$ cat config.mk
export PLATFORM = sky130hd
export DESIGN_NAME = vigenere_decipher_flat
export DESIGN_NICKNAME = d
export VERILOG_FILES = /design/src/rtl/vigenere_decipher_if.sv /design/src/rtl/vigenere_decipher.sv /design/src/flat_wrapper.sv
export SDC_FILE = /design/constraint.sdc
export NUM_CORES = 1
export LEC_CHECK = 0
export ABC_AREA = 1
export CORE_MARGIN = 2
export CORE_UTILIZATION = 40
export DETAILED_ROUTE_END_ITERATION = 7
export GPL_ROUTABILITY_DRIVEN = 0
export HOLD_SLACK_MARGIN = 0.15
export PLACE_DENSITY = 0.85
export SLEW_MARGIN = 10
export SYNTH_ARGS = -nofsm -noshare
export SYNTH_HDL_FRONTEND = slang
export SYNTH_SLANG_ARGS = --single-unit
$ cat constraint.sdc
create_clock -name keyboard_clk -period 3.83 [get_ports keyboard_clk]
set_clock_uncertainty 0.1 [all_clocks]
set_input_delay 0.5745 -clock keyboard_clk [delete_from_list [all_inputs] [get_ports keyboard_clk]]
set_output_delay 0.5745 -clock keyboard_clk [all_outputs]
set_load 0.05 [all_outputs]
$ cat src/rtl/vigenere_decipher_if.sv
// Character stream bundle for the Vigenere decipher: strobed ciphertext in,
// registered plaintext out, plus the key slot that the next accepted character will use.
interface vigenere_decipher_if #(
    parameter int NUM_KEYS = 4
);
    localparam int IDX_W = (NUM_KEYS > 1) ? $clog2(NUM_KEYS) : 1;

    logic             in_valid;
    logic [7:0]       char_in;
    logic             restart;
    logic             out_valid;
    logic [7:0]       char_out;
    logic [IDX_W-1:0] IDX_out;

    modport master (
        output in_valid, char_in, restart,
        input  out_valid, char_out, IDX_out
    );

    modport slave (
        input  in_valid, char_in, restart,
        output out_valid, char_out, IDX_out
    );
endinterface

$ cat src/rtl/vigenere_decipher.sv
// Vigenere decipher: one lowercase ciphertext char per strobe, key slot rotating
// over the active key length; non-letters consume a slot and come out as a space.
module vigenere_decipher #(
    parameter int NUM_KEYS = 4
) (
    input  logic                            keyboard_clk,
    input  logic                            reset,
    input  logic [8*NUM_KEYS-1:0]           key_arr,
    input  logic [$clog2(NUM_KEYS):0]       key_len,
    vigenere_decipher_if.slave              bus
);
    localparam int IDX_W = $clog2(NUM_KEYS);
    localparam int LEN_W = IDX_W + 1;
    localparam logic [LEN_W-1:0] NUM_KEYS_L = LEN_W'(NUM_KEYS);
    localparam logic [7:0] CH_SPACE = 8'd32;

    logic [IDX_W-1:0] idx_q, idx_d;
    logic             out_valid_q, out_valid_d;
    logic [7:0]       char_out_q, char_out_d;

    logic [7:0]       keys [NUM_KEYS];
    logic [LEN_W-1:0] len_eff;
    logic [IDX_W-1:0] slot;
    logic [LEN_W-1:0] slot_ext;
    logic [IDX_W-1:0] idx_next;
    logic [7:0]       key_byte;
    logic [4:0]       shift;
    logic [7:0]       diff;
    logic [7:0]       plain;

    for (genvar i = 0; i < NUM_KEYS; i++) begin : g_keys
        assign keys[i] = key_arr[8*i +: 8];
    end

    always_comb begin
        len_eff = key_len;
        if (key_len == '0 || key_len > NUM_KEYS_L) begin
            len_eff = NUM_KEYS_L;
        end
    end

    // A shrunk key_len can leave idx_q past the new end; that char falls back to slot 0.
    always_comb begin
        slot = idx_q;
        if (bus.restart || {1'b0, idx_q} >= len_eff) begin
            slot = '0;
        end
    end

    assign slot_ext = {1'b0, slot};

    always_comb begin
        idx_next = IDX_W'(slot_ext + LEN_W'(1));
        if (slot_ext >= len_eff - LEN_W'(1)) begin
            idx_next = '0;
        end
    end

    assign key_byte = keys[slot];

    always_comb begin
        shift = 5'd0;
        if (key_byte >= 8'd97 && key_byte <= 8'd122) begin
            shift = 5'(key_byte - 8'd97);
        end else if (key_byte >= 8'd65 && key_byte <= 8'd90) begin
            shift = 5'(key_byte - 8'd65);
        end
    end

    // char_in >= 97 and shift <= 25, so the subtraction cannot underflow.
    always_comb begin
        diff  = bus.char_in - {3'b000, shift};
        plain = CH_SPACE;
        if (bus.char_in >= 8'd97 && bus.char_in <= 8'd122) begin
            plain = (diff < 8'd97) ? diff + 8'd26 : diff;
        end
    end

    always_comb begin
        out_valid_d = bus.in_valid;
        char_out_d  = char_out_q;
        idx_d       = idx_q;
        if (bus.in_valid) begin
            char_out_d = plain;
            idx_d      = idx_next;
        end else if (bus.restart) begin
            idx_d = '0;
        end
    end

    always_ff @(posedge keyboard_clk or posedge reset) begin
        if (reset) begin
            idx_q       <= '0;
            out_valid_q <= 1'b0;
            char_out_q  <= CH_SPACE;
        end else begin
            idx_q       <= idx_d;
            out_valid_q <= out_valid_d;
            char_out_q  <= char_out_d;
        end
    end

    assign bus.out_valid = out_valid_q;
    assign bus.char_out  = char_out_q;
    assign bus.IDX_out   = idx_q;
endmodule

$ cat src/flat_wrapper.sv
// flat-port wrapper written by rule: the top's interface ports become plain ports
module vigenere_decipher_flat 
#(
    parameter int NUM_KEYS = 4
)
  (keyboard_clk, reset, key_arr, key_len, bus_in_valid, bus_char_in, bus_restart, bus_out_valid, bus_char_out, bus_IDX_out);
  vigenere_decipher_if #(.NUM_KEYS(NUM_KEYS)) bus_i ();
  input  logic keyboard_clk;
  input  logic reset;
  input  logic [8*NUM_KEYS-1:0] key_arr;
  input  logic [$clog2(NUM_KEYS):0] key_len;
  input wire logic [$bits(bus_i.in_valid)-1:0] bus_in_valid;
  input wire logic [$bits(bus_i.char_in)-1:0] bus_char_in;
  input wire logic [$bits(bus_i.restart)-1:0] bus_restart;
  output wire logic [$bits(bus_i.out_valid)-1:0] bus_out_valid;
  output wire logic [$bits(bus_i.char_out)-1:0] bus_char_out;
  output wire logic [$bits(bus_i.IDX_out)-1:0] bus_IDX_out;
  assign bus_i.in_valid = bus_in_valid;
  assign bus_i.char_in = bus_char_in;
  assign bus_i.restart = bus_restart;
  assign bus_out_valid = bus_i.out_valid;
  assign bus_char_out = bus_i.char_out;
  assign bus_IDX_out = bus_i.IDX_out;
  vigenere_decipher #(.NUM_KEYS(NUM_KEYS)) u_core (.keyboard_clk(keyboard_clk), .reset(reset), .key_arr(key_arr), .key_len(key_len), .bus(bus_i));
endmodule
* Yosys cells after proc, flatten, opt, wreduce, memory -nomap -nowiden *
Index checks and enable logic that the tools add are counted.

operators by class
  add/subtract/negate cells = 6
  bitwise operators = 1
  reduce and logical (&&, ||, !) cells = 7
  muxes and demuxes = 12
  multiply operators = 0
  div/mod/pow operators = 0
  magnitude comparators = 11
  eq/ne operators = 0
  shift-type cells = 0

operators with widths
  cell                                                   count
  two-way mux 8 bit                                      4
  >= comparator 8 x 7 -> 1 bit (second input constant)   3
  <= comparator 8 x 7 -> 1 bit (second input constant)   3
  binary-select mux 8 bit (select 2 bit)                 1
  two-way mux 5 bit                                      2
  subtractor 5 x 1 -> 5 bit (second input constant)      2
  adder 8 x 5 -> 8 bit (second input constant)           1
  < comparator 8 x 7 -> 1 bit (second input constant)    1
  two-way mux 2 bit                                      4
  subtractor 8 x 5 -> 8 bit                              1
  >= comparator 2 x 3 -> 1 bit                           2
  >= comparator 3 bit (second input constant)            1
  greater-than comparator 3 bit (second input constant)  1
  logical AND 1 bit                                      3
  zero test 3 bit                                        1
  two-way mux 3 bit                                      1
  inverter 2 -> 3 bit                                    1
  subtractor 3 x 1 -> 3 bit (second input constant)      1
  adder 2 x 1 -> 2 bit (second input constant)           1
  logical OR 1 bit                                       2
  nonzero test 2 bit                                     1

storage, ports and cells
  input port bits = 47
  output and inout port bits = 11
  register bits = 11
  logic and storage cells = 40
  memory bits (writable) = 0
  memories kept = 0
  ROM bits = 0
  bits in latches = 0

* Depth between registers and ports, before layout *
Gate-level depths: netlist (run 1).

  depth in word-level cells = 18
  mapped depth = 33
  mapped depth without buffers = 33

* Least setup slack after synthesis (run 1) *
OpenSTA, ideal clock, no wires.

  kind = input to register
  start point = input key_len[0]
  end point = register u_core.char_out_q[1] (netlist: u_core.bus.char_out[1])
  buffers on the path = 1
  data required time = 3.612 ns
  arrival time = 4.188 ns
  cell stages on the path = 30
  path slack = -0.575 ns
  library setup time = 0.118 ns
  cells stage by stage = inv_1 nand2_1 ha_1 or2_2 ha_1 nand3_1 nand3_2 nor2_8 nand2_4 buf_6 nand3_1 nand2_1 nor2_4 nand3_2 nand3_2 nor2_1 ha_1 fa_1 inv_1 nand3_1 nand2_1 nand2_1 nand2_1 nand3_1 nand3_1 nand2_1 inv_1 nand2_1 nand3_1 nand2_1

on the way
  cells in the longest elaborated chain, start to end = 18
  elaborated cells on any way between the ends = 26
  classes of those cells = 4 x add/sub; 7 x order compare; 9 x mux; 1 x bitwise; 5 x reduce/logical

RTL lines
  item                                                                                 line                     RTL
  start, declared                                                                      flat_wrapper.sv:11       input logic [$clog2(NUM_KEYS):0] key_len;
  greater-than comparator 3 bit / zero test 3 bit (equally long branches)              vigenere_decipher.sv:37  if (key_len == '0 || key_len > NUM_KEYS_L) begin
  logical OR 1 bit                                                                     vigenere_decipher.sv:37
  two-way mux 3 bit (*)                                                                vigenere_decipher.sv:37
  >= comparator 2 x 3 -> 1 bit (*)                                                     vigenere_decipher.sv:45  if (bus.restart || {1'b0, idx_q} >= len_eff) begin
  logical OR 1 bit (*)                                                                 vigenere_decipher.sv:45
  two-way mux 2 bit (*)                                                                vigenere_decipher.sv:45
  inverter 2 -> 3 bit (not written as such) (*)                                        vigenere_decipher.sv:59  assign key_byte = keys[slot];
  binary-select mux 8 bit (select 2 bit) (*)                                           vigenere_decipher.sv:59
  two-way mux 8 bit (not written as such) (*) (2 in series)                            vigenere_decipher.sv:59
  >= comparator 8 x 7 -> 1 bit / <= comparator 8 x 7 -> 1 bit (equally long branches)  vigenere_decipher.sv:65  end else if (key_byte >= 8'd65 && key_byte <= 8'd90) begin
  logical AND 1 bit                                                                    vigenere_decipher.sv:65
  two-way mux 5 bit                                                                    vigenere_decipher.sv:65
  two-way mux 5 bit (*)                                                                vigenere_decipher.sv:63  if (key_byte >= 8'd97 && key_byte <= 8'd122) begin
  subtractor 8 x 5 -> 8 bit (*)                                                        vigenere_decipher.sv:72  diff = bus.char_in - {3'b000, shift};
  adder 8 x 5 -> 8 bit / < comparator 8 x 7 -> 1 bit (equally long branches)           vigenere_decipher.sv:75  plain = (diff < 8'd97) ? diff + 8'd26 : diff;
  two-way mux 8 bit (*)                                                                vigenere_decipher.sv:75
  two-way mux 8 bit (*)                                                                vigenere_decipher.sv:74  if (bus.char_in >= 8'd97 && bus.char_in <= 8'd122) begin
  end signal, assigned                                                                 vigenere_decipher.sv:99  char_out_q <= char_out_d;
  end, declared                                                                        vigenere_decipher.sv:19  logic [7:0] char_out_q, char_out_d;

Mark *: on every way between the ends. The rest lies on a longest branch, timed or not. The select of a mux whose other input is x is not followed.
A chain may end at the register's enable or synchronous reset.

* Worst setup path in the final report (run 1) *
  start point = input key_len[0]
  end point = register u_core.char_out_q[5] (netlist: u_core.bus.char_out[5])

The elaborated chain is that of the path after synthesis.

==> results.cfg, run 1 <==
[critical_path]
timing.rr.end = u_core.bus.char_out[5]
reg2regPathDepth = 24
slowest_delay_ps = 410
path_common_cell = nand3_2
critical_path_arrival_ps = 4460
r2r_start = u_core.bus.IDX_out[0]
critPathMaxFanout = 6
worstSetupEndpointType = register
rrSetupSlack_ps = -180
cp_slowest_cell = fa_2
path_class = in2reg
cp.required_ps = 3900
crit_path_start_kind = input pin

[finish]
syn_to_final_growth_pct = 95.0
seqCellArea_um2 = 277
multi_input_area_mm2 = 0.00171
drive_gt1_share_pct = 43.1
nFillCells = 211
fin_util_pct = 80.5
num_antenna_cells = 0
nNetsFinal = 422

[routing]
route.detailed.drc = 0
postRouteAntennaNets = 0
drt-pass1-iter-count = 5
vias = 2301
wire_per_inst_um = 16.5
drt-initial-drc-count = 190
via_per_inst = 5.61
routed_wirelength_um = 6780

[yosys]
netlist_top_cells_count = nand2_1 (92), inv_1 (41), nand3_1 (32), ha_1 (13)
synthSimpleGateAreaFrac_pct = 50.0
synth_sequential_area_ratio_pct = 17.0
yosysTopAreaCell = nand2_1
synthMuxAreaShare_pct = 0
ys_warn_count = 0
synth_enable_flop_cells = 0
synthAdderAreaFrac_pct = 11.2
synth_top_family_by_area = simple AND/OR/NAND/NOR gates
yosys-top-cells-area = nand2_1 (21%), dfrtp_1 (15%), ha_1 (10%)
synthesis.area_mm2 = 0.00163
synthFlopType = dfrtp_1
synth_compound_area_share_pct = 7.00
netlist_instances = 261
synth_area_per_cell_um2 = 6.23
ys_seq_elements = 11
synth_top_area_share_pct = 21.2
syn_nets = 322
ys_async_sr_fraction_pct = 100
synth_cell_types = 36
yosysMostFrequentCell = nand2_1
synth_xor_area_share_pct = 2.69

[grt]
grt_use_total_pct = 23.0
grt_max_degree = 15
use_met3_pct = 3.17
grt_pass1_wl_um = 8330
antenna_found_initial = 0
met1_usage_pct = 27.2
overflow = 0
grt-busiest-layer = met2
grt.met2_usage_pct = 42.4
first_global_vias = 2016

[timing]
max_freq_mhz = 228
setup_tns_ps = -2980
tightest_slew_ps = 507
slew_violations = 0
rsz0062_at_grt = yes
period_needed_ps = 4390
fin_crit_sh_pct = 115
finalSetupViolCount = 6
hold_violations = 0
setup_ws_ps = -562
relSlewSlack_pct = 66.1

[clocking]
clk_pin_slew_worst_paths_ps = 50
cts_tree = done
cts_root_buffer = clkbuf_8
cts.path.max_buffers = 2
cts_htree_levels = 1
cts_sinks = 11
cts_made_buffers = 3
clk_latency_ps = 230

[hold_path]
holdPathEnd = u_core.bus.char_out[6]
hold_class = reg2reg
hp-start = u_core.bus.char_out[6]
worstHoldPathCells = 2

[pwr]
p_comb_share_pct = 73.8
switchingPower_w = 0.000431
p_int_w = 0.000500
swShare_pct = 46.3
pwr-share-seq_pct = 14.1
leakage_nw = 1.50
ir_drop_mv = 0.229
clkPwrFrac_pct = 12.0
powerDensity_mw_per_mm2 = 293

[run]
drv_cap = 0

[floorplanning]
die_h_um = 67.8
core_mm2 = 0.00394
rows = 23
start_util_pct = 41.3
die-area_mm2 = 0.00459
die_w_um = 67.8
io_pins = 58

[outcome]
outcome = finished with violations
violations = negative setup slack

[placement]
hpwl_um = 3600
port_buffers = 53
-- layer usage --
metal  routed length [um]  up-vias
met5                    0        -
met4                  242        0
met3                  456       31
met2                 3390      125
met1                 2690     1105
li1                     -     1040
-- cells by family after synthesis --
group | count (synthesis)
compound gates | 17
fa+ha+maj | 14
flops | 11
xor+xnor | 5
buf+inv | 47
simple gates | 167
-- power groups by stage --
| stage | clock network, W | logic [W] | registers, W |
|---|---|---|---|
| after floorplan | 0 | 0.000264 | 0.000165 |
| after global placement | 0 | 0.000457 | 0.000132 |
| after detailed placement | 0 | 0.000467 | 0.000132 |
| after CTS | 0.000114 | 0.000522 | 0.000131 |
| after global routing | 0.000122 | 0.000732 | 0.000132 |
| final | 0.000112 | 0.000687 | 0.000132 |
-- metrics by stage --
stage | std cells | hold slack [ps] | power, W | setup WS (ps) | instance area [um2]
floorplan | 261 | 326 | 0.000429 | -227 | 1770
global placement | 391 | 365 | 0.000590 | -1090 | 2560
detailed placement | 391 | 371 | 0.000600 | -1210 | 2560
CTS | 401 | 386 | 0.000766 | -283 | 2780
global route | 410 | 409 | 0.000986 | -701 | 3170
finish | 410 | 384 | 0.000931 | -562 | 3170
-- critical path, delay by kind of cell --
family	cells	cell delay (ps)
adder cells (fa/ha/maj)	5	1150
AND/OR/NAND/NOR	16	1950
buffers and inverters	5	440
XOR/XNOR	2	340
-- cells in the final DEF (no fill, tap or decap), types with 10 or more instances in the layout --
cell and count:
clkdlybuf4s50_1 50, dfrtp_1 10, inv_1 34, nand3b_1 10, nand3_2 19, nand2_2 26, buf_4 35, nand3_1 10
nand2_1 60
-- cell type report --
type / instances / share of cell area [%]
multi-input cells: 206 / 53.9
repair buffers: 96 / 28.0
flip-flops and latches: 11 / 8.72
inverters: 43 / 5.96
well taps: 50 / 1.97
clock buffers: 4 / 1.42
-- registers in the layout (all words and copies together), names as in the netlist --
| register | flops |
|---|---|
| u_core.bus.out_valid | 1 |
| u_core.bus.char_out | 8 |
| u_core.bus.IDX_out | 2 |
-- worst max-delay path by stage --
stage | start | end
after detailed placement | key_len[1] | u_core.bus.char_out[5]
after CTS | key_len[0] | u_core.bus.char_out[5]
final | key_len[0] | u_core.bus.char_out[5]
after floorplan | key_len[1] | u_core.bus.char_out[5]
after global routing | key_len[1] | u_core.bus.char_out[5]
after global placement | key_len[1] | u_core.bus.char_out[5]
-- repair_timing --
action | in CTS | in global routing
buffers inserted | 5 | 7
cloned | 1 | 2
hold buffers | 0 | 0
gates resized for setup | 47 | 66
endpoints found under the setup margin | 6 | 6
pin swaps | 30 | 50
hold endpoints to repair | 0 | 0
Power figures use the tool's default switching activity.
==> run 2: changes to the inputs <==
--- a/config.mk
+++ b/config.mk
@@ -8,4 +8,3 @@
 export ABC_AREA = 1
-export CORE_MARGIN = 2
-export CORE_UTILIZATION = 40
+export CORE_UTILIZATION = 41
 export DETAILED_ROUTE_END_ITERATION = 7
@@ -13,3 +12,3 @@
 export HOLD_SLACK_MARGIN = 0.15
-export PLACE_DENSITY = 0.85
+export PLACE_DENSITY = 0.87
 export SLEW_MARGIN = 10
--- a/constraint.sdc
+++ b/constraint.sdc
@@ -4,2 +4,2 @@
 set_output_delay 0.5745 -clock keyboard_clk [all_outputs]
-set_load 0.05 [all_outputs]
+set_load 0.02 [all_outputs]
==> run 2 against run 1 <==
The flow still finishes with violations (negative setup slack). Design area decreased by 2.8%. Count of clock-buffer cells in the layout unchanged. Combinational power is 6.6% lower. Sequential cell count unchanged. Clock power is 9% higher. Critical path depth up 2. Non-clock buffer count down 1. Cell count is 0.73% lower. Die area fell by 8.1%. Largest cell class unchanged. Highest routed layer unchanged.
==> results.cfg, run 2 (same netlist as run 1, synthesis figures left out) <==
[finish]
drive_gt1_share_pct = 38.4
num_antenna_cells = 0
stdcell_area_mm2 = 0.00308
layout_common_cells = nand2_1 (69), clkdlybuf4s50_1 (50), buf_4 (36), inv_1 (33), nand2_2 (20)
fin_util_pct = 82.4
largest_reg_flops = 8
syn_to_final_growth_pct = 89.5
nNetsFinal = 421
layout_commonest_cell = nand2_1

[outcome]
outcome = finished with violations
violations = negative setup slack

[timing]
setup_ws_ps = -628
max_freq_mhz = 224
rsz0062_at_grt = yes
relSlewSlack_pct = 72.6
hold_violations = 0
slew_violations = 0
tightest_slew_ps = 410
hold-worst-slack_ps = 379
finalSetupViolCount = 6
fin_crit_sh_pct = 116
period_needed_ps = 4460

[clocking]
cts.path.max_buffers = 2
clk_pin_slew_worst_paths_ps = 50
clk_latency_ps = 250
cts_root_buffer = clkbuf_8
cts_tree = done
cts_sinks = 11
cts_made_buffers = 3
cts_htree_levels = 1

[critical_path]
cp-endpoint = u_core.bus.char_out[5]
cp_slowest_cell = fa_2
critical_path_arrival_ps = 4560
rrSetupSlack_ps = -270
timing.rr.end = u_core.bus.char_out[5]
r2r_start = u_core.bus.IDX_out[0]
path_common_cell = nand3_4
crit_path_start_kind = input pin
worstSetupEndpointType = register
path_class = in2reg
slowest_delay_ps = 460
critPathMaxFanout = 6
reg2regPathDepth = 26
startpoint = key_len[1]
cp.required_ps = 3930

[placement]
hpwl_um = 3690
postPlaceCellArea_mm2 = 0.00258
port_buffers = 53
dp_slack_ps = -1200

[routing]
vias = 2348
drt-initial-drc-count = 359
via_per_inst = 5.77
postRouteAntennaNets = 0
drt-pass1-iter-count = 4
routed_wirelength_um = 7240
wire_per_inst_um = 17.8
route.detailed.drc = 0

[pwr]
leakage_nw = 1.47
ir_drop_mv = 0.246
powerDensity_mw_per_mm2 = 290

[grt]
grt_pass1_wl_um = 9410
first_global_vias = 2181
grt_max_degree = 15
grt_use_total_pct = 28.6
overflow = 0
antenna_found_initial = 0

[floorplanning]
die_h_um = 65.0
die_w_um = 65.0
rows = 22
io_pins = 58
die-area_mm2 = 0.00422
core_mm2 = 0.00374
start_util_pct = 43.4

[hold_path]
hold_class = reg2reg

[run]
drv_cap = 0
[run 2: cell count changes in the layout (fill, tap and decap cells not counted), sizes merged]
cell	previous run	this run
inv	42	41
clkinv	1	2
buf	46	45
[run 2: worst min path at each step]
stage / start / to / cells after the start
after floorplan: reset / u_core.bus.IDX_out[0] / 1
final: u_core.bus.char_out[7] / u_core.bus.char_out[7] / 2
after detailed placement: u_core.bus.char_out[6] / u_core.bus.char_out[6] / 2
after CTS: u_core.bus.char_out[7] / u_core.bus.char_out[7] / 2
after global routing: u_core.bus.char_out[7] / u_core.bus.char_out[7] / 2
after global placement: u_core.bus.char_out[4] / u_core.bus.char_out[4] / 2
[run 2: cell type report]
type / instances / area [um2]
flip-flops and latches: 11 / 277
fillers: 218 / 661
multi-input cells: 206 / 1630
repair buffers: 95 / 882
inverters: 43 / 191
well taps: 48 / 60.1
clock buffers: 4 / 45.0
[run 2: per-stage QoR]
step           TNS (ps)  total power [W]  cells
4_1_cts           -1380         0.000773    399
5_1_grt           -4040         0.000941    407
3_3_place_gp      -6030         0.000575    389
6_report          -3260         0.000895    407
2_1_floorplan     -1180         0.000412    261
3_5_place_dp      -6990         0.000589    389
[run 2: worst max-delay path, delay by kind of cell]
family | cells | cell delay [ps]
AND/OR/NAND/NOR | 20 | 2250
adder cells (fa/ha/maj) | 4 | 1100
buffers and inverters | 5 | 400
XOR/XNOR | 1 | 210
[run 2: timing repair]
item                       CTS  global route
pin swaps                   36            37
hold buffers                 0             0
gates cloned                 2             1
buffers inserted             5             7
resized for setup           54            38
setup endpoints to repair    6             6
hold endpoints to repair     0             0
[run 2: routing by layer]
layer  track usage, %  wire length, um  share of wire (%)
met1             32.9             2680                 37
met2             52.1             3470                 48
met3             2.99              568                7.8
met4             13.9              529                7.3
met5                0                0                  0
[run 2: where the power goes]
part           internal, W  total [W]  switching [W]
clock network    0.0000735   0.000122      0.0000487
registers         0.000126   0.000131     0.00000561
logic             0.000286   0.000642       0.000356
total             0.000485   0.000895       0.000410
==> run 3: changes to the inputs <==
Settings changed: CORE_MARGIN from default to 8.
==> run 3 against run 2 <==
The flow still finishes with violations (negative setup slack). Combinational power decreased by 5.9%. Largest cell class unchanged. Via count decreased by 4.8%. Sequential share of layout area increased by 0.30 points. Critical endpoint is now u_core.bus.char_out[1]. Fmax increased by 2.4%. Clock power decreased by 3%. Die area increased by 48%.
==> results.cfg, run 3 (same netlist as run 1, synthesis figures left out) <==
[outcome]
outcome = finished with violations
violations = negative setup slack

[timing]
tightest_slew_ps = 412
finalSetupViolCount = 6
relSlewSlack_pct = 72.5
setup_ws_ps = -524
fin_crit_sh_pct = 114
period_needed_ps = 4350
max_freq_mhz = 230
hold_violations = 0
hold-worst-slack_ps = 385
slew_violations = 0
rsz0062_at_grt = yes

[placement]
port_buffers = 53
postPlaceCellArea_mm2 = 0.00258
hpwl_um = 4190

[critical_path]
cp_num_cells = 32
path_common_cell = nand3_2
critPathMaxFanout = 7
slowest_delay_ps = 410
path_class = in2reg
crit_path_start_kind = input pin
r2r_start = u_core.bus.IDX_out[0]
startpoint = key_len[1]
cp-endpoint = u_core.bus.char_out[1]
cp_num_buf_inv = 5
reg2regPathDepth = 28
timing.rr.end = u_core.bus.char_out[1]
cp.required_ps = 3910
rrSetupSlack_ps = -150
worstSetupEndpointType = register
crit_family = simple AND/OR/NAND/NOR gates
critical_path_arrival_ps = 4430
cp_slowest_cell = fa_2

[pwr]
swShare_pct = 44.5
switchingPower_w = 0.000380
leakage_nw = 1.44
clkPwrFrac_pct = 13.8
powerDensity_mw_per_mm2 = 286
p_int_w = 0.000474
ir_drop_mv = 0.265
pwr-share-seq_pct = 15.4
p_comb_share_pct = 70.8

[floorplanning]
die_w_um = 79.0
rows = 23
die_h_um = 79.0
core_mm2 = 0.00391
io_pins = 58
start_util_pct = 41.6
die-area_mm2 = 0.00624

[grt]
antenna_found_initial = 0
overflow = 0
grt_max_degree = 15
grt_use_total_pct = 19.0
grt_pass1_wl_um = 9680
first_global_vias = 2282

[clocking]
clk_pin_slew_worst_paths_ps = 50
cts_sinks = 11
clk_latency_ps = 240
cts_htree_levels = 1
cts_made_buffers = 3
hold_buffers = 0
cts_tree = done
cts.path.max_buffers = 2
cts_root_buffer = clkbuf_8

[routing]
vias = 2235
postRouteAntennaNets = 0
drt-initial-drc-count = 156
drt-pass1-iter-count = 4
via_per_inst = 5.49
route.detailed.drc = 0
routed_wirelength_um = 6860
wire_per_inst_um = 16.9

[finish]
largest_reg_flops = 8
nFillCells = 261
syn_to_final_growth_pct = 83.5
layout_common_cells = nand2_1 (70), clkdlybuf4s50_1 (50), buf_4 (35), inv_1 (34), nand3_1 (18)
multi_input_area_mm2 = 0.00154
layout_commonest_cell = nand2_1
seqCellArea_um2 = 277
drive_gt1_share_pct = 36.1
stdcell_area_mm2 = 0.00298
nNetsFinal = 419
num_antenna_cells = 0

[hold_path]
worstHoldPathCells = 2
hold_class = reg2reg

[run]
drv_cap = 0
run 3: cell count changes in the layout (fill, tap and decap cells not counted), sizes merged:
cell | previous run | this run
nand2 | 96 | 95
clkinv | 2 | 1
buf | 45 | 44
inv | 41 | 42
run 3: metrics by stage:
stage / utilization [%] / TNS [ps] / worst slack, ps / power, W / instances
6_report: 76.2 / -3010 / -524 / 0.000854 / 407
5_1_grt: 76.2 / -3800 / -657 / 0.000909 / 407
4_1_cts: 71.9 / -1490 / -270 / 0.000767 / 402
3_5_place_dp: 66.0 / -7000 / -1210 / 0.000589 / 391
3_3_place_gp: 66.0 / -6060 / -1050 / 0.000571 / 391
2_1_floorplan: - / -1180 / -214 / 0.000412 / 261
run 3: repair_timing:
item                                    4_1_cts  5_1_grt
endpoints found under the hold margin         0        0
pin swaps                                    22        9
cloned                                        2        0
gates resized for setup                      47       33
endpoints found under the setup margin        6        6
buffers inserted                              5        5
run 3: worst min path at each step:
stage                                start                     end
floorplan                            reset   u_core.bus.IDX_out[0]
global route        u_core.bus.char_out[4]  u_core.bus.char_out[4]
global placement    u_core.bus.char_out[4]  u_core.bus.char_out[4]
CTS                 u_core.bus.char_out[4]  u_core.bus.char_out[4]
detailed placement  u_core.bus.char_out[6]  u_core.bus.char_out[6]
finish              u_core.bus.char_out[6]  u_core.bus.char_out[6]
run 3: per-layer routing:
| layer | global-route usage (%) | share of wire, % | vias to the layer above |
|---|---|---|---|
| li1 | - | - | 1039 |
| met2 | 35.1 | 52 | 90 |
| met3 | 4.51 | 5.2 | 31 |
| met4 | 10.9 | 4.2 | 0 |
| met5 | 0 | 0 | - |
| met1 | 18.9 | 38 | 1075 |
run 3: worst min-delay path, delay by kind of cell, from the launching register on:
family           cells  cell delay [ps]
flip-flops           1              340
AND/OR/NAND/NOR      2              100
run 3: cell type report:
type                            count  area share (%)
Multi-Input combinational cell    205            51.6
Sequential cell                    11            9.27
Tap cell                           50            2.10
Clock buffer                        4            1.51
Timing Repair Buffer               94            29.2
Inverter                           43            6.33
run 3: power groups by stage:
stage	registers, W	logic, W	clock network (W)
after detailed placement	0.000133	0.000456	0
after CTS	0.000131	0.000515	0.000120
final	0.000132	0.000604	0.000118
after global routing	0.000133	0.000648	0.000128
after floorplan	0.000146	0.000266	0
after global placement	0.000132	0.000439	0
